--- src/rtl/stack_control_unit_pkg.sv ---
// Shared types and encodings for the stack machine sequencer: FSM states,
// opcodes, stack/ALU operation codes and the decoded-instruction bundle.
package stack_control_unit_pkg;

  typedef enum logic [1:0] {
    ST_FETCH = 2'd0,
    ST_LIT   = 2'd1,
    ST_EXEC  = 2'd2,
    ST_HALT  = 2'd3
  } state_t;

  localparam logic [3:0] OP_NOP   = 4'h0;
  localparam logic [3:0] OP_PUSHI = 4'h1;
  localparam logic [3:0] OP_ADD   = 4'h2;
  localparam logic [3:0] OP_SUB   = 4'h3;
  localparam logic [3:0] OP_OR    = 4'h4;
  localparam logic [3:0] OP_DUP   = 4'h5;
  localparam logic [3:0] OP_DROP  = 4'h6;
  localparam logic [3:0] OP_OVER  = 4'h7;
  localparam logic [3:0] OP_SLT   = 4'h8;
  localparam logic [3:0] OP_SWAP  = 4'h9;
  localparam logic [3:0] OP_BEQ   = 4'hA;
  localparam logic [3:0] OP_BEZ   = 4'hB;
  localparam logic [3:0] OP_JMP   = 4'hC;
  localparam logic [3:0] OP_HALT  = 4'hF;

  localparam logic [2:0] SOP_NOP  = 3'd0;
  localparam logic [2:0] SOP_PUSH = 3'd1;
  localparam logic [2:0] SOP_ALU  = 3'd2;
  localparam logic [2:0] SOP_DROP = 3'd3;
  localparam logic [2:0] SOP_CMP  = 3'd4;
  localparam logic [2:0] SOP_SWAP = 3'd5;

  localparam logic [3:0] ALU_ADD   = 4'd0;
  localparam logic [3:0] ALU_SUB   = 4'd1;
  localparam logic [3:0] ALU_OR    = 4'd3;
  localparam logic [3:0] ALU_PASSA = 4'd5;
  localparam logic [3:0] ALU_PASSB = 4'd6;
  localparam logic [3:0] ALU_EQ    = 4'd7;
  localparam logic [3:0] ALU_ZERO  = 4'd8;
  localparam logic [3:0] ALU_SLT   = 4'd9;

  typedef struct packed {
    logic [2:0] stack_op;
    logic [3:0] alu_op;
    logic       mux_sel;
    logic       is_pushi;
    logic       is_branch;
    logic       is_jump;
    logic       is_halt;
    logic       illegal;
  } decode_t;

  localparam decode_t DEC_NONE = '{
    stack_op:  SOP_NOP,
    alu_op:    ALU_ADD,
    mux_sel:   1'b0,
    is_pushi:  1'b0,
    is_branch: 1'b0,
    is_jump:   1'b0,
    is_halt:   1'b0,
    illegal:   1'b0
  };

  function automatic logic pc_redirect(input decode_t dec, input logic cond);
    return dec.is_jump | (dec.is_branch & cond);
  endfunction

endpackage

--- src/rtl/stack_control_unit_decode.sv ---
// Combinational opcode decoder: maps a 4-bit opcode onto datapath controls
// and the sequencing flags used by the fetch FSM.
module stack_control_unit_decode
  import stack_control_unit_pkg::*;
(
  input  logic [3:0] opcode,
  output decode_t    dec
);

  // Opcode table; unknown opcodes decode as a datapath no-op flagged illegal.
  always_comb begin
    dec = DEC_NONE;
    case (opcode)
      OP_NOP:   dec = DEC_NONE;
      OP_PUSHI: begin dec.stack_op = SOP_PUSH; dec.mux_sel = 1'b1; dec.is_pushi = 1'b1; end
      OP_ADD:   begin dec.stack_op = SOP_ALU;  dec.alu_op = ALU_ADD;   end
      OP_SUB:   begin dec.stack_op = SOP_ALU;  dec.alu_op = ALU_SUB;   end
      OP_OR:    begin dec.stack_op = SOP_ALU;  dec.alu_op = ALU_OR;    end
      OP_SLT:   begin dec.stack_op = SOP_ALU;  dec.alu_op = ALU_SLT;   end
      OP_DUP:   begin dec.stack_op = SOP_PUSH; dec.alu_op = ALU_PASSA; end
      OP_OVER:  begin dec.stack_op = SOP_PUSH; dec.alu_op = ALU_PASSB; end
      OP_DROP:  dec.stack_op = SOP_DROP;
      OP_SWAP:  dec.stack_op = SOP_SWAP;
      OP_BEQ:   begin dec.stack_op = SOP_CMP; dec.alu_op = ALU_EQ;   dec.is_branch = 1'b1; end
      OP_BEZ:   begin dec.stack_op = SOP_CMP; dec.alu_op = ALU_ZERO; dec.is_branch = 1'b1; end
      OP_JMP:   dec.is_jump = 1'b1;
      OP_HALT:  dec.is_halt = 1'b1;
      default:  dec.illegal = 1'b1;
    endcase
  end

endmodule

--- src/rtl/stack_control_unit.sv ---
// Fetch/decode/sequencing stage for the push/pop stack datapath: holds PC,
// instruction and literal registers and drives one EXEC cycle per instruction.
module stack_control_unit
  import stack_control_unit_pkg::*;
#(
  parameter int ADDR_W = 12
) (
  input  logic              CLK,
  input  logic              reset,
  input  logic              run,
  output logic [ADDR_W-1:0] imem_addr,
  output logic              imem_req,
  input  logic              imem_valid,
  input  logic [15:0]       imem_data,
  input  logic [15:0]       ALU_out,
  input  logic              Overflow,
  output logic [2:0]        stackOP,
  output logic [3:0]        aluOP,
  output logic              mux_selector,
  output logic [15:0]       immediate,
  output logic [ADDR_W-1:0] pc,
  output logic              halted,
  output logic              fault
);

  localparam logic [ADDR_W-1:0] PC_ONE = ADDR_W'(1);

  state_t            state_r;
  logic [ADDR_W-1:0] pc_r;
  logic [15:0]       ir_r;
  logic [15:0]       imm_r;
  logic              halted_r;
  logic              fault_r;
  decode_t           exec_dec_r;

  logic [3:0]        dec_op_s;
  decode_t           dec_s;
  logic              fire_s;
  logic              fetching_s;
  logic [ADDR_W-1:0] target_s;
  logic              unused_bits_s;

  // In LIT the held instruction is decoded; in FETCH the incoming word is.
  assign dec_op_s   = (state_r == ST_LIT) ? ir_r[15:12] : imem_data[15:12];
  assign fetching_s = (state_r == ST_FETCH) || (state_r == ST_LIT);
  assign fire_s     = fetching_s & run & imem_valid;
  assign target_s   = ir_r[ADDR_W-1:0];

  assign unused_bits_s = ^{ALU_out[15:1], exec_dec_r.is_pushi};

  stack_control_unit_decode u_decode (
    .opcode (dec_op_s),
    .dec    (dec_s)
  );

  // Sequencer FSM with PC, IR, literal and the registered EXEC controls.
  always_ff @(posedge CLK or negedge reset) begin
    if (!reset) begin
      state_r    <= ST_FETCH;
      pc_r       <= '0;
      ir_r       <= 16'h0000;
      imm_r      <= 16'h0000;
      halted_r   <= 1'b0;
      fault_r    <= 1'b0;
      exec_dec_r <= DEC_NONE;
    end else begin
      exec_dec_r <= DEC_NONE;
      case (state_r)
        ST_FETCH: begin
          if (fire_s) begin
            ir_r <= imem_data;
            pc_r <= pc_r + PC_ONE;
            if (dec_s.is_pushi) begin
              state_r <= ST_LIT;
            end else begin
              state_r    <= ST_EXEC;
              exec_dec_r <= dec_s;
            end
          end else begin
            state_r <= ST_FETCH;
          end
        end
        ST_LIT: begin
          if (fire_s) begin
            imm_r      <= imem_data;
            pc_r       <= pc_r + PC_ONE;
            state_r    <= ST_EXEC;
            exec_dec_r <= dec_s;
          end else begin
            state_r <= ST_LIT;
          end
        end
        ST_EXEC: begin
          // Overflow outranks everything, including a pending branch.
          if (Overflow) begin
            state_r  <= ST_HALT;
            halted_r <= 1'b1;
            fault_r  <= 1'b1;
          end else if (exec_dec_r.is_halt || exec_dec_r.illegal) begin
            state_r  <= ST_HALT;
            halted_r <= 1'b1;
            fault_r  <= exec_dec_r.illegal;
          end else begin
            state_r <= ST_FETCH;
            if (pc_redirect(exec_dec_r, ALU_out[0])) begin
              pc_r <= target_s;
            end else begin
              pc_r <= pc_r;
            end
          end
        end
        ST_HALT: begin
          state_r  <= ST_HALT;
          halted_r <= 1'b1;
        end
        default: begin
          state_r  <= ST_HALT;
          halted_r <= 1'b1;
          fault_r  <= 1'b1;
        end
      endcase
    end
  end

  assign imem_req     = fetching_s & run;
  assign imem_addr    = pc_r;
  assign pc           = pc_r;
  assign immediate    = imm_r;
  assign halted       = halted_r;
  assign fault        = fault_r;
  assign stackOP      = exec_dec_r.stack_op;
  assign aluOP        = exec_dec_r.alu_op;
  assign mux_selector = exec_dec_r.mux_sel;

endmodule

--- config.mk ---
export PLATFORM = sky130hd
export DESIGN_NAME = stack_control_unit
export DESIGN_NICKNAME = d
export VERILOG_FILES = /design/src/rtl/stack_control_unit_pkg.sv /design/src/rtl/stack_control_unit_decode.sv /design/src/rtl/stack_control_unit.sv
export SDC_FILE = /design/constraint.sdc
export NUM_CORES = 1
export LEC_CHECK = 0
export ABC_AREA = 1
export CAP_MARGIN = 30
export CELL_PAD_IN_SITES_DETAIL_PLACEMENT = 1
export CELL_PAD_IN_SITES_GLOBAL_PLACEMENT = 2
export CORE_MARGIN = 5
export CORE_UTILIZATION = 28
export CTS_CLUSTER_SIZE = 10
export DETAILED_ROUTE_END_ITERATION = 16
export PLACE_DENSITY = 0.83
export SETUP_SLACK_MARGIN = 0.4
export SYNTH_ARGS = -nofsm -noshare
export SYNTH_HDL_FRONTEND = slang
export SYNTH_SLANG_ARGS = --single-unit
--- constraint.sdc ---
create_clock -name CLK -period 2.8 [get_ports CLK]
set_input_delay 0.84 -clock CLK [delete_from_list [all_inputs] [get_ports CLK]]
set_output_delay 0.84 -clock CLK [all_outputs]
set_load 0.005 [all_outputs]
# After elaboration in Yosys (flattened, before gate mapping)
# Index checks and enable logic that the tools add are counted.
dict set report totals {
  reg_bits 60
  in_bits 37
  output_inout_bits 51
  elab_cells 84
}
dict set report op_classes {
  addsub 1
  n_eq_ne 21
  mux 28
  bitwise_logic 4
  reduce_logical 17
}
# op count
set ops {}
lappend ops {{12-bit 2-to-1 mux} 4}
lappend ops {{13-bit 2-to-1 mux} 3}
lappend ops {{4-bit case mux with 7 select lines} 1}
lappend ops {{13-bit case mux with 2 select lines} 1}
lappend ops {{4-bit equality test (second input constant)} 6}
lappend ops {{12-bit case mux with 2 select lines} 1}
lappend ops {{4-bit by 3-bit equality test with 1-bit output (second input constant)} 4}
lappend ops {{3-bit case mux with 5 select lines} 1}
lappend ops {{14-bit OR reduction} 1}
lappend ops {{12-bit by 1-bit adder with 12-bit output (second input constant)} 1}
lappend ops {{2-bit 2-to-1 mux} 6}
lappend ops {{4-bit by 2-bit equality test with 1-bit output (second input constant)} 2}
lappend ops {{1-bit 2-to-1 mux} 8}
lappend ops {{2-bit case mux with 4 select lines} 1}
lappend ops {{2-bit AND reduction} 4}
lappend ops {{2-bit != test (second input constant)} 3}
lappend ops {{2-bit nonzero test} 3}
lappend ops {{5-bit AND reduction} 1}
lappend ops {{2-bit equality test (second input constant)} 2}
lappend ops {{4-bit by 1-bit equality test with 1-bit output (second input constant)} 1}
lappend ops {{4-bit logical NOT} 1}
lappend ops {{4-bit 2-to-1 mux} 1}
lappend ops {{2-bit OR reduction} 2}
lappend ops {{4-bit OR reduction} 1}
lappend ops {{9 further kinds} 12}

# Longest topological paths before layout
# Gate-level depths: netlist of run 1.
dict set report depth {
  ltp_word 8
  ltp_mapped 11
  mapped_depth_nobuf 10
}

# Cells and area by module
# From an unflattened synthesis of run 1, not the netlist that was laid out.
dict set report hier_totals {
  cells_unflattened 379
  area_unflattened_um2 3017.9
}
# mod instances cells_each area_each_um2 seq_area_each_um2
set modules_own_cells {}
lappend modules_own_cells {stack_control_unit 1 342 2847.7 1501.4}
lappend modules_own_cells {stack_control_unit_decode 1 37 170.2 0.0}

# Worst setup path before layout of run 1
# OpenSTA, ideal clock, no wires.
dict set report synth_timing {
  path_type {input-to-output}
  start {input run}
  end {output imem_req}
  t_arrival_ns 0.977
  t_required_ns 1.960
  path_slack_ns 0.983
  cell_stages 2
  path_buffers 0
  path_cell_list {inv_1 nor2_2}
}
dict set report synth_between {
  elab_chain_cells 1
}
# element line_no
set synth_lines {}
lappend synth_lines {{from (decl)} stack_control_unit.sv:10} ;# input logic run,
lappend synth_lines {{1-bit AND} stack_control_unit.sv:125} ;# assign imem_req = fetching_s & run;
lappend synth_lines {{to (decl)} stack_control_unit.sv:12} ;# output logic imem_req,
# Every way passes these cells.

# Worst setup path after layout of run 1
dict set report layout_timing {
  start {register pc_r[7] (netlist: imem_addr[7])}
  end {output pc[7]}
}
# element line_no
set layout_lines {}
lappend layout_lines {{from (decl)} stack_control_unit.sv:29} ;# logic [ADDR_W-1:0] pc_r;
lappend layout_lines {{from (signal assigned)} stack_control_unit.sv:72} ;# pc_r <= pc_r + PC_ONE;
lappend layout_lines {{from (signal assigned)} stack_control_unit.sv:86} ;# pc_r <= pc_r + PC_ONE;
lappend layout_lines {{from (signal assigned)} stack_control_unit.sv:106} ;# pc_r <= target_s;
lappend layout_lines {{to (decl)} stack_control_unit.sv:21} ;# output logic [ADDR_W-1:0] pc,
# No word-level cell between the ends.

==> summary.md, run 1 <==
| Metric | Value |
|---|---|
| Outcome | `finished clean` |
| Synthesis-to-layout area growth | `32.98%` |
| Placed cell count | `550` |
| Leakage power total | `0.001904 uW` |
| Share of post-route cells with drive strength above 1 | `roughly 8.5%` |
| Vias | `roughly 2.5k` |
| Normalized max-slew margin | `roughly 64%` |
| Clock network latency to the later pin of the worst-skew pair | `~340 ps` |
| Data required time of the critical path | `1960 ps` |
| Maximum clock rate | `around 440 MHz` |
| Setup WS post-layout | `about 540 ps` |
| Initial antenna violation count | `0` |
| Fin crit period | `about 2300 ps` |
| Sequence of cells on the critical path | `clkdlybuf4s50_1` |
| Clock tree from TritonCTS | `yes` |
| Total of endpoints with negative setup slack in the final report | `0` |
| Num Clock Sinks | `60` |
| MaxCap Viol Count | `0` |
| Yosys warning count | `0` |
| Count of different cell masters after synthesis | `28` |
| Cell at the root of the clock tree | `sky130_fd_sc_hd__clkbuf_8` |
| Length of the first detailed-routing pass in iterations | `4` |
| Setup Crit Path Kind | `register to primary output` |
| Worst IR Drop VDD | `0.3614 mV` |
| Cell Rows | `37` |
| Crit path arrival time | `about 1400 ps` |
| Number of buffers created by CTS | `9` |
| Clock skew after layout | `around 6.1 ps` |
| Largest delay share family, worst path | `buffers and inverters` |
| Maximum number of buffers from clock root to sink | `2` |
| Violation count after the first detailed-routing iteration | `85` |
| Final non-filler cell area | `a little under 4000 um2` |
| Final-layout fill cell count | `around 1.3k` |
| Crit Path Max Fanout | `7` |
| Most area-consuming cells after synthesis | `sky130_fd_sc_hd__dfrtp_1 (51%), sky130_fd_sc_hd__nand2_1 (14%), sky130_fd_sc_hd__o21ai_0 (6.6%)` |
| Chip width | `between 100 and 150 um` |
| Average cell area after synthesis | `7.980 um2` |
| Sum of negative setup slack | `0 ps` |
| Nets@finish | `~470` |
| Power per standard cell area | `around 960 nW/um2` |
| Cell with the largest stage delay on the worst path | `sky130_fd_sc_hd__clkdlybuf4s50_1` |
| Initial core utilization | `between 20% and 30%` |
| Input/output buffers | `72` |
| Worst hold path depth | `2` |
| Measured slew at the worst slew-check pin | `between 500 and 600 ps` |
| EDFF count, synth | `0` |
| Total global routing overflow | `0` |
| Max-slew violation count | `0` |
| DRC errors left | `0` |
| Cells after synthesis | `approximately 370` |
| Placement-stage cell area | `about 3600 um2` |
| Number of top-level design ports | `just under 90` |
| Routed len/inst | `between 10 and 15 um` |
| Worst-path clk slew | `~70 ps` |
| Ant. Diodes | `0` |
| Net count after synthesis | `406` |
| Post-synthesis sequential element count | `60` |
| Sequential area share after synthesis | `approximately 51%` |
| Period utilization | `about four fifths` |
| Largest area contributor in the netlist | `sky130_fd_sc_hd__dfrtp_1` |
| Weighted congestion at the end of routability-driven global placement | `approximately 0.77` |
| Worst min-delay path class | `register to register` |
| Most common flop cell mapped by yosys | `sky130_fd_sc_hd__dfrtp_1` |
| Maximum number of pins on one net before global-route repair | `between 60 and 70` |
| Delay of the slowest critical-path stage | `570 ps` |
| Post-layout instance count excluding filler cells | `between 500 and 600` |
| Core Box Area | `10,280 um2` |
| Tightest hold margin | `approximately 460 ps` |
| Cell depth of the worst setup path | `1` |
| Worst Setup Slack post-DPL | `~23 ps` |
| H-Tree Depth | `3` |
| DIE HEIGHT | `between 100 and 150 um` |
| Post-synthesis async set-or-reset flop share | `100.0%` |
| Count of buffer and inverter cells on the critical path | `1` |
| Number of hold buffers added after cts | `0` |
| Critical path capture point type | `primary output` |
| HPWL after detailed placement | `~5.4 mm` |
| Global routing usage summed across all routing layers | `12.50%` |
| Critical path startpoint category | `register` |
| Via count normalized by instance count | `4.381` |
| Total Die Area | `12,640 um2` |
| Worst R2R Path Depth | `8` |
| Global-route wire length before repair | `between 10 and 15 mm` |
| Detailed Route WL | `7.802 mm` |
| RSZ-0062 raised after global routing | `false` |
| Top cell type's share of synthesized area | `51.13%` |
| Post-synthesis instance area | `about 3000 um2` |
| Number of global-route vias before repair | `2,598` |
| Number of hold-slack violations in the final timing report | `0` |
| Count of antenna-violating nets left after detailed routing | `0` |
[final cells by class]
type	instances	area (um2)	share of cell area (%)
Sequential cell	60	1501	38.45
Multi-Input combinational cell	242	1086	27.81
Timing Repair Buffer	77	763.2	19.54
Tap cell	136	170.2	4.358
Inverter	37	145.1	3.717
Clock buffer	11	131.4	3.364
Clock inverter	5	100.1	2.563
Timing Repair inverter	1	7.507	0.1922
[cells in the final DEF (no fill, tap or decap), drive strengths merged, types with 3 or more instances in the layout]
cell type	n
a21oi	8
buf	7
bufinv	3
clkbuf	11
clkdlybuf4s50	69
dfrtp	60
inv	36
nand2	115
nand3	18
nand3b	3
nor2	43
nor3	3
o21ai	44
[cells in the mapped netlist, types with 2 or more instances]
library cell                 n
sky130_fd_sc_hd__a21oi_1     8
sky130_fd_sc_hd__buf_2       5
sky130_fd_sc_hd__buf_4      19
sky130_fd_sc_hd__buf_6       3
sky130_fd_sc_hd__dfrtp_1    60
sky130_fd_sc_hd__inv_1      33
sky130_fd_sc_hd__inv_2       3
sky130_fd_sc_hd__nand2_1   111
sky130_fd_sc_hd__nand2_2     3
sky130_fd_sc_hd__nand3_1    17
sky130_fd_sc_hd__nand3b_1    3
sky130_fd_sc_hd__nand4_1     2
sky130_fd_sc_hd__nor2_1     41
sky130_fd_sc_hd__nor3_1      3
sky130_fd_sc_hd__o21ai_0    39
sky130_fd_sc_hd__o21ai_1     5
sky130_fd_sc_hd__or2_2       2
[routing by layer]
| layer | track usage (%) | vias up | part of all wire (%) |
|---|---|---|---|
| met1 | 17.72 | 1177 | 51 |
| met4 | 5.529 | 0 | 1.3 |
| li1 | - | 1252 | - |
| met5 | 0 | - | 0 |
| met3 | 3.235 | 7 | 4.7 |
| met2 | 17.92 | 57 | 43 |
[logic make-up after synthesis]
| group | Yosys count | share of synthesized area, % |
|---|---|---|
| simple gates | 186 | 26.71 |
| buf+inv | 66 | 11.97 |
| flops | 60 | 51.13 |
| compound gates | 53 | 9.118 |
| xor+xnor | 1 | 0.2983 |
| mux | 1 | 0.3409 |
| fa+ha+maj | 1 | 0.4260 |
[registers in the layout (all words and copies together) (netlist names), 2 cells and up]
signal and flops:
state_r 2, ir_r 16, imem_addr 12, aluOP 4, stackOP 3, exec_dec_r 4
immediate 16
[stage by stage]
step | total power, uW | util, %
floorplan | 2170 | -
global placement | 2806 | 35.49
detailed placement | 2861 | 35.49
CTS | 3817 | 37.69
global route | 4067 | 38.00
finish | 3763 | 38.00
[final timing paths]
kind                                           from                       end  slack [ps]
hold reg to reg                  halted$_DFFE_PN0P_        halted$_DFFE_PN0P_         460
max in group asynchronous                     reset   exec_dec_r[0]$_DFF_PN0_        2040
setup reg to reg               state_r[0]$_DFF_PN0_      stackOP[0]$_DFF_PN0_         980
min in group asynchronous                     reset  immediate[4]$_DFFE_PN0P_         510
hold / removal                   halted$_DFFE_PN0P_        halted$_DFFE_PN0P_         460
setup / recovery           imem_addr[7]$_DFFE_PN0P_                     pc[7]         540
[report_power, final]
| part | internal, uW | switching [uW] | total, uW |
|---|---|---|---|
| logic | 738 | 646 | 1380 |
| registers | 1180 | 269 | 1450 |
| clock network | 589 | 342 | 931 |
[timing repair]
item	CTS	global route
resized for setup	4	4
cloned	0	1
buffers inserted	0	2
setup endpoints to repair	2	19
pin swaps	0	1
endpoints found under the hold margin	0	0
No activity file was read; power rests on OpenSTA's default activity.
==> run 2: changes to the inputs <==
--- a/config.mk
+++ b/config.mk
@@ -10,10 +10,10 @@
 export CELL_PAD_IN_SITES_DETAIL_PLACEMENT = 1
 export CELL_PAD_IN_SITES_GLOBAL_PLACEMENT = 2
 export CORE_MARGIN = 5
-export CORE_UTILIZATION = 28
+export CORE_UTILIZATION = 24
 export CTS_CLUSTER_SIZE = 10
 export DETAILED_ROUTE_END_ITERATION = 16
-export PLACE_DENSITY = 0.83
+export PLACE_DENSITY = 0.75
 export SETUP_SLACK_MARGIN = 0.4
 export SYNTH_ARGS = -nofsm -noshare
 export SYNTH_HDL_FRONTEND = slang
==> constraint.sdc (replaced) <==
create_clock -name CLK -period 2 [get_ports CLK]
set_input_delay 0.6 -clock CLK [delete_from_list [all_inputs] [get_ports CLK]]
set_output_delay 0.6 -clock CLK [all_outputs]
set_load 0.005 [all_outputs]
==> run 2 against run 1 <==
Global-route usage is 0.20 points higher. Register-to-register slack got worse by 560 ps. Final area grew 17%. Worst setup slack got worse by 200 ps.
==> summary.md, run 2 (same netlist as run 1, synthesis figures left out) <==
| Metric | Value |
|---|---|
| Period utilization | `82.81%` |
| Number of global-route vias before repair | `just under 3k` |
| Total Die Area | `about 15,000 um2` |
| Worst IR Drop VDD | `between 0.3 and 0.4 mV` |
| Maximum number of pins on one net before global-route repair | `61` |
| Critical path capture point type | `primary output` |
| Nets@finish | `520` |
| Setup WS post-layout | `~340 ps` |
| RSZ-0062 raised after global routing | `true` |
| Power per standard cell area | `~1400 nW/um2` |
| Chip width | `about 120 um` |
| Data required time of the critical path | `about 1400 ps` |
| Fin crit period | `approximately 1700 ps` |
| Initial antenna violation count | `0` |
| Number of top-level design ports | `88` |
| Clock tree from TritonCTS | `yes` |
| Register-to-register path setup slack | `420 ps` |
| Critical path startpoint category | `input port` |
| Number of buffers created by CTS | `9` |
| Initial core utilization | `24.45%` |
| Input/output buffers | `72` |
| Most common library cell in the layout ignoring fill and taps | `sky130_fd_sc_hd__nand2_1` |
| Worst min-delay path class | `input port to async pin` |
| Global-route wire length before repair | `approximately 15 mm` |
| Max-slew violation count | `0` |
| Via count normalized by instance count | `approximately 4.3` |
| Share of post-route cells with drive strength above 1 | `between 20% and 30%` |
| Util after Layout | `between 30% and 40%` |
| MaxCap Viol Count | `0` |
| Weighted congestion at the end of routability-driven global placement | `0.7680` |
| Leakage power total | `between 0.002 and 0.0025 uW` |
| Normalized max-slew margin | `77.63%` |
| H-Tree Depth | `3` |
| Worst Setup Slack post-DPL | `-316.6 ps` |
| Violation count after the first detailed-routing iteration | `60` |
| Most used cells in the layout excluding fill and tap cells | `sky130_fd_sc_hd__nand2_1 (102), sky130_fd_sc_hd__dfrtp_1 (55), sky130_fd_sc_hd__buf_4 (46), sky130_fd_sc_hd__o21ai_0 (34), sky130_fd_sc_hd__nor2_1 (33)` |
| Ant. Diodes | `0` |
| Placed cell count | `575` |
| Measured slew at the worst slew-check pin | `335.6 ps` |
| Worst-path clk slew | `approximately 60 ps` |
| Cell Rows | `40` |
| Setup Crit Path Kind | `input port to primary output` |
| Total of endpoints with negative setup slack in the final report | `0` |
| Sequence of cells on the critical path | `dlygate4sd2_1 -> inv_2 -> nor2_4 -> buf_2` |
| Maximum number of buffers from clock root to sink | `2` |
| Detailed Route WL | `approximately 8.9 mm` |
| Synthesis-to-layout area growth | `55.48%` |
| Clock network latency to the later pin of the worst-skew pair | `about 330 ps` |
| Number of hold-slack violations in the final timing report | `0` |
| Outcome | `finished clean` |
| Num Clock Sinks | `60` |
| Global routing usage summed across all routing layers | `12.70%` |
| Total global routing overflow | `0` |
| Crit Path Max Fanout | `2` |
| HPWL after detailed placement | `roughly 5.7 mm` |
| Clock skew after layout | `about 10 ps` |
| DRC errors left | `0` |
| Core Box Area | `~12,000 um2` |
| Routed len/inst | `~14 um` |
| Tightest hold margin | `about 260 ps` |
| Count of antenna-violating nets left after detailed routing | `0` |
| Cell at the root of the clock tree | `sky130_fd_sc_hd__clkbuf_16` |
| Crit path arrival time | `around 1100 ps` |
| Length of the first detailed-routing pass in iterations | `6` |
| Cell with the largest stage delay on the worst path | `sky130_fd_sc_hd__dlygate4sd2_1` |
| Post-layout instance count excluding filler cells | `between 600 and 700` |
| Maximum clock rate | `slightly above 600 MHz` |
| DIE HEIGHT | `between 100 and 150 um` |
| Delay of the slowest critical-path stage | `240 ps` |
| Vias | `roughly 2.7k` |
## run 2: final timing paths
path	cells past startpoint	start	endpoint
max	4	run	imem_req
min	2	reset	imem_addr[5]$_DFFE_PN0P_
max reg2reg	10	imem_addr[0]$_DFFE_PN0P_	imem_addr[4]$_DFFE_PN0P_
min reg2reg	2	ir_r[3]$_DFFE_PN0P_	ir_r[3]$_DFFE_PN0P_
max in group asynchronous	2	reset	state_r[1]$_DFF_PN0_
min in group CLK	2	ir_r[3]$_DFFE_PN0P_	ir_r[3]$_DFFE_PN0P_
## run 2: metal layers
metal | up-vias | part of all wire [%] | global-route usage [%]
met3 | 16 | 4.2 | 3.368
met2 | 57 | 44 | 18.93
met5 | - | 0 | 0
met4 | 0 | 2.5 | 5.949
li1 | 1361 | - | -
met1 | 1284 | 49 | 17.13
## run 2: worst max-delay path: cells and delay by family
family / cells / cell delay, ps
buf+inv: 3 / 420
simple gates: 1 / 30
## run 2: repair_timing
item	in CTS	in global routing
buffers inserted	28	12
cloned	2	1
hold buffers	0	0
setup endpoints to repair	99	60
pin swaps	7	7
resized for setup	106	70
## run 2: power by group
part	internal, uW	switching [uW]	leakage (uW)
combinational	1450	1260	0.00147
sequential	1660	298	0.000751
clock	1110	530	0.000149
total	4220	2090	0.00237
## run 2: area by class of cell
type                            instances  area [um2]
Clock buffer                           12       246.5
Clock inverter                          2       60.06
Fill cell                            1429        7446
Inverter                               37       146.4
Multi-Input combinational cell        242        1182
Sequential cell                        60        1508
Tap cell                              147       183.9
Timing Repair Buffer                  132        1239
## run 2: stage by stage
stage | TNS, ps | area [um2] | power [uW]
2_1_floorplan | 0 | 2937 | 3038
3_3_place_gp | -714.8 | 3804 | 4056
3_5_place_dp | -1750 | 3804 | 4109
4_1_cts | 0 | 4335 | 6058
5_1_grt | 0 | 4566 | 6778
6_report | 0 | 4566 | 6309
==> run 3: changes to the inputs <==
==> constraint.sdc (replaced) <==
create_clock -name CLK -period 1.37 [get_ports CLK]
set_input_delay 0.411 -clock CLK [delete_from_list [all_inputs] [get_ports CLK]]
set_output_delay 0.411 -clock CLK [all_outputs]
set_load 0.005 [all_outputs]
==> run 3 against run 2 <==
The run now ends with negative setup slack left. Worst hold slack got worse by 200 ps. Power increased by 79%. Highest routed layer unchanged. Sequential cell count unchanged. Sequential power increased by 49%. Die area unchanged. Sequential share of layout area decreased by 5.9 points. Critical endpoint is now stackOP[0]$_DFF_PN0_. Routed wire length increased by 30%. Via count increased by 15%.
==> summary.md, run 3 (same netlist as run 1, synthesis figures left out) <==
| Metric | Value |
|---|---|
| Clock skew after layout | `5.757 ps` |
| Global routing usage summed across all routing layers | `between 15 and 20%` |
| Critical path startpoint category | `register` |
| Data required time of the critical path | `1580 ps` |
| Reg2Reg Capture Point | `stackOP[0]$_DFF_PN0_` |
| Most used cells in the layout excluding fill and tap cells | `sky130_fd_sc_hd__buf_4 (70), sky130_fd_sc_hd__nand2_1 (60), sky130_fd_sc_hd__dfrtp_1 (55), sky130_fd_sc_hd__buf_6 (48), sky130_fd_sc_hd__buf_2 (37)` |
| Setup Crit Path Kind | `register to register` |
| Input/output buffers | `slightly above 70` |
| Max-slew violation count | `0` |
| Wire length on met3 | `~450 um` |
| Length of the first detailed-routing pass in iterations | `4` |
| Max layer used | `met4` |
| Total global routing overflow | `0` |
| Num Clock Sinks | `60` |
| Power per standard cell area | `between 2000 and 2500 nW/um2` |
| Maximum number of buffers from clock root to sink | `2` |
| Share of post-route cells with drive strength above 1 | `between 50% and 60%` |
| Core Box Area | `between 10,000 and 15,000 um2` |
| Crit path arrival time | `about 1800 ps` |
| Number of global-route vias before repair | `3,423` |
| Metal2 WL | `5.854 mm` |
| Cell Rows | `40` |
| Via count normalized by instance count | `about 4.5` |
| Crit Path Max Fanout | `4` |
| Number of top-level design ports | `88` |
| Initial core utilization | `approximately 24%` |
| Normalized max-slew margin | `~77%` |
| Outcome | `complete, but fails checks` |
| DIE HEIGHT | `~120 um` |
| Wire length the detailed router placed on met1 | `around 5.0 mm` |
| Period utilization | `117.5%` |
| Worst IR Drop VDD | `0.6871 mV` |
| Clock tree from TritonCTS | `yes` |
| Worst R2R Path Depth | `9` |
| Measured slew at the worst slew-check pin | `338.2 ps` |
| Placed cell count | `603` |
| Vias | `about 3.1k` |
| Leakage power total | `roughly 0.0028 uW` |
| MaxCap Viol Count | `0` |
| Weighted congestion at the end of routability-driven global placement | `between 0.8 and 0.9` |
| Placement-stage cell area | `between 4000 and 5000 um2` |
| DRC errors left | `0` |
| Register-to-register path setup slack | `-240 ps` |
| Setup WS post-layout | `-239.3 ps` |
| Critical path capture point type | `register` |
| H-Tree Depth | `3` |
| Post-layout instance count excluding filler cells | `roughly 690` |
| Total of endpoints with negative setup slack in the final report | `between 50 and 60` |
| Final non-filler cell area | `~5600 um2` |
| Maximum number of pins on one net before global-route repair | `61` |
| Most common library cell in the layout ignoring fill and taps | `sky130_fd_sc_hd__buf_4` |
| Violation count after the first detailed-routing iteration | `51` |
| Detailed Route WL | `~12 mm` |
| Initial antenna violation count | `0` |
| Routed len/inst | `about 17 um` |
| RSZ-0062 raised after global routing | `true` |
| Ant. Diodes | `0` |
| Final-layout fill cell count | `1,376` |
| Nets@finish | `just under 600` |
| Worst min-delay path class | `input port to async pin` |
| Synthesis-to-layout area growth | `89.14%` |
| Chip width | `about 120 um` |
| Total Die Area | `around 15,000 um2` |
| Fin crit period | `around 1600 ps` |
| Global-route wire length before repair | `17.88 mm` |
| Clock network latency to the later pin of the worst-skew pair | `340 ps` |
| Count of antenna-violating nets left after detailed routing | `0` |
| Number of buffers created by CTS | `9` |
| Cell at the root of the clock tree | `sky130_fd_sc_hd__clkbuf_16` |
| Worst reg2reg startpoint | `state_r[1]$_DFF_PN0_` |
| Number of hold buffers added after cts | `0` |
| Maximum clock rate | `around 620 MHz` |
| Number of hold-slack violations in the final timing report | `0` |
| HPWL after detailed placement | `slightly above 6 mm` |
| Worst-path clk slew | `about 60 ps` |
| Violated checks | `negative setup slack` |
-- run 3: cell count changes in the layout (fill, tap and decap cells not counted), sizes merged --
| cell | change |
|---|---|
| buf | +90 |
| clkdlybuf4s15 | -21 |
| dlygate4sd2 | -14 |
| clkbuf | -10 |
| inv | +6 |
| nand2 | +3 |
| nand3 | +3 |
| clkdlybuf4s50 | +2 |
| clkinv | +2 |
| dlymetal6s2s | -2 |
| bufinv | -1 |
| clkinvlp | +1 |
-- run 3: worst max-delay path by stage --
stage | end | cells after the start | from
6_report | stackOP[0]$_DFF_PN0_ | 9 | state_r[1]$_DFF_PN0_
5_1_grt | stackOP[0]$_DFF_PN0_ | 9 | state_r[1]$_DFF_PN0_
4_1_cts | aluOP[0]$_DFF_PN0_ | 11 | state_r[1]$_DFF_PN0_
3_5_place_dp | imem_addr[7]$_DFFE_PN0P_ | 10 | run
3_3_place_gp | imem_req | 4 | run
2_1_floorplan | imem_addr[6]$_DFFE_PN0P_ | 8 | imem_addr[0]$_DFFE_PN0P_
-- run 3: area by class of cell --
class / instances / area, um2 / area share [%]
clock buffers: 10 / 239.0 / 4.303
clock inverters: 6 / 72.57 / 1.307
inverters: 37 / 187.7 / 3.379
multi-input cells: 248 / 1783 / 32.10
flip-flops and latches: 60 / 1508 / 27.15
well taps: 147 / 183.9 / 3.312
repair buffers: 179 / 1526 / 27.48
repair inverters: 4 / 53.80 / 0.9687
-- run 3: worst max-delay path, cell delays in order, from the launching register on --
cell	delay, ps
sky130_fd_sc_hd__dfrtp_2	410
sky130_fd_sc_hd__buf_6	140
sky130_fd_sc_hd__buf_6	110
sky130_fd_sc_hd__nor2_4	160
sky130_fd_sc_hd__nand2_2	90
sky130_fd_sc_hd__nand2_4	120
sky130_fd_sc_hd__nor2_4	50
sky130_fd_sc_hd__buf_6	120
sky130_fd_sc_hd__a21oi_1	180
sky130_fd_sc_hd__nor2_1	100
-- run 3: power by group --
part	switching (uW)	internal, uW
registers	494	2420
clock network	895	1470
logic	2790	3200
total	4180	7100
-- run 3: metal layers --
metal	track usage [%]	vias to the layer above
met5	0	-
met4	5.453	0
met3	3.414	20
met2	26.48	71
met1	19.71	1542
li1	-	1498
-- run 3: per-stage QoR --
| step | setup WS [ps] | utilization [%] | power [uW] | setup TNS [ps] | hold slack, ps |
|---|---|---|---|---|---|
| global placement | -601.5 | 34.77 | 6597 | -28550 | 449.4 |
| global route | -319.7 | 46.24 | 11980 | -9952 | 109.3 |
| detailed placement | -659.9 | 34.77 | 6733 | -30980 | 458.1 |
| CTS | -171.8 | 42.16 | 10270 | -2830 | 88.60 |
| floorplan | 4.887 | - | 4781 | 0 | 115.4 |
| finish | -239.3 | 46.24 | 11270 | -5161 | 68.96 |
-- run 3: what timing repair did --
action / 4_1_cts / 5_1_grt
setup endpoints to repair: 111 / 111
cloned: 9 / 1
pin swaps: 17 / 37
resized for setup: 326 / 78
setup buffers: 38 / 24
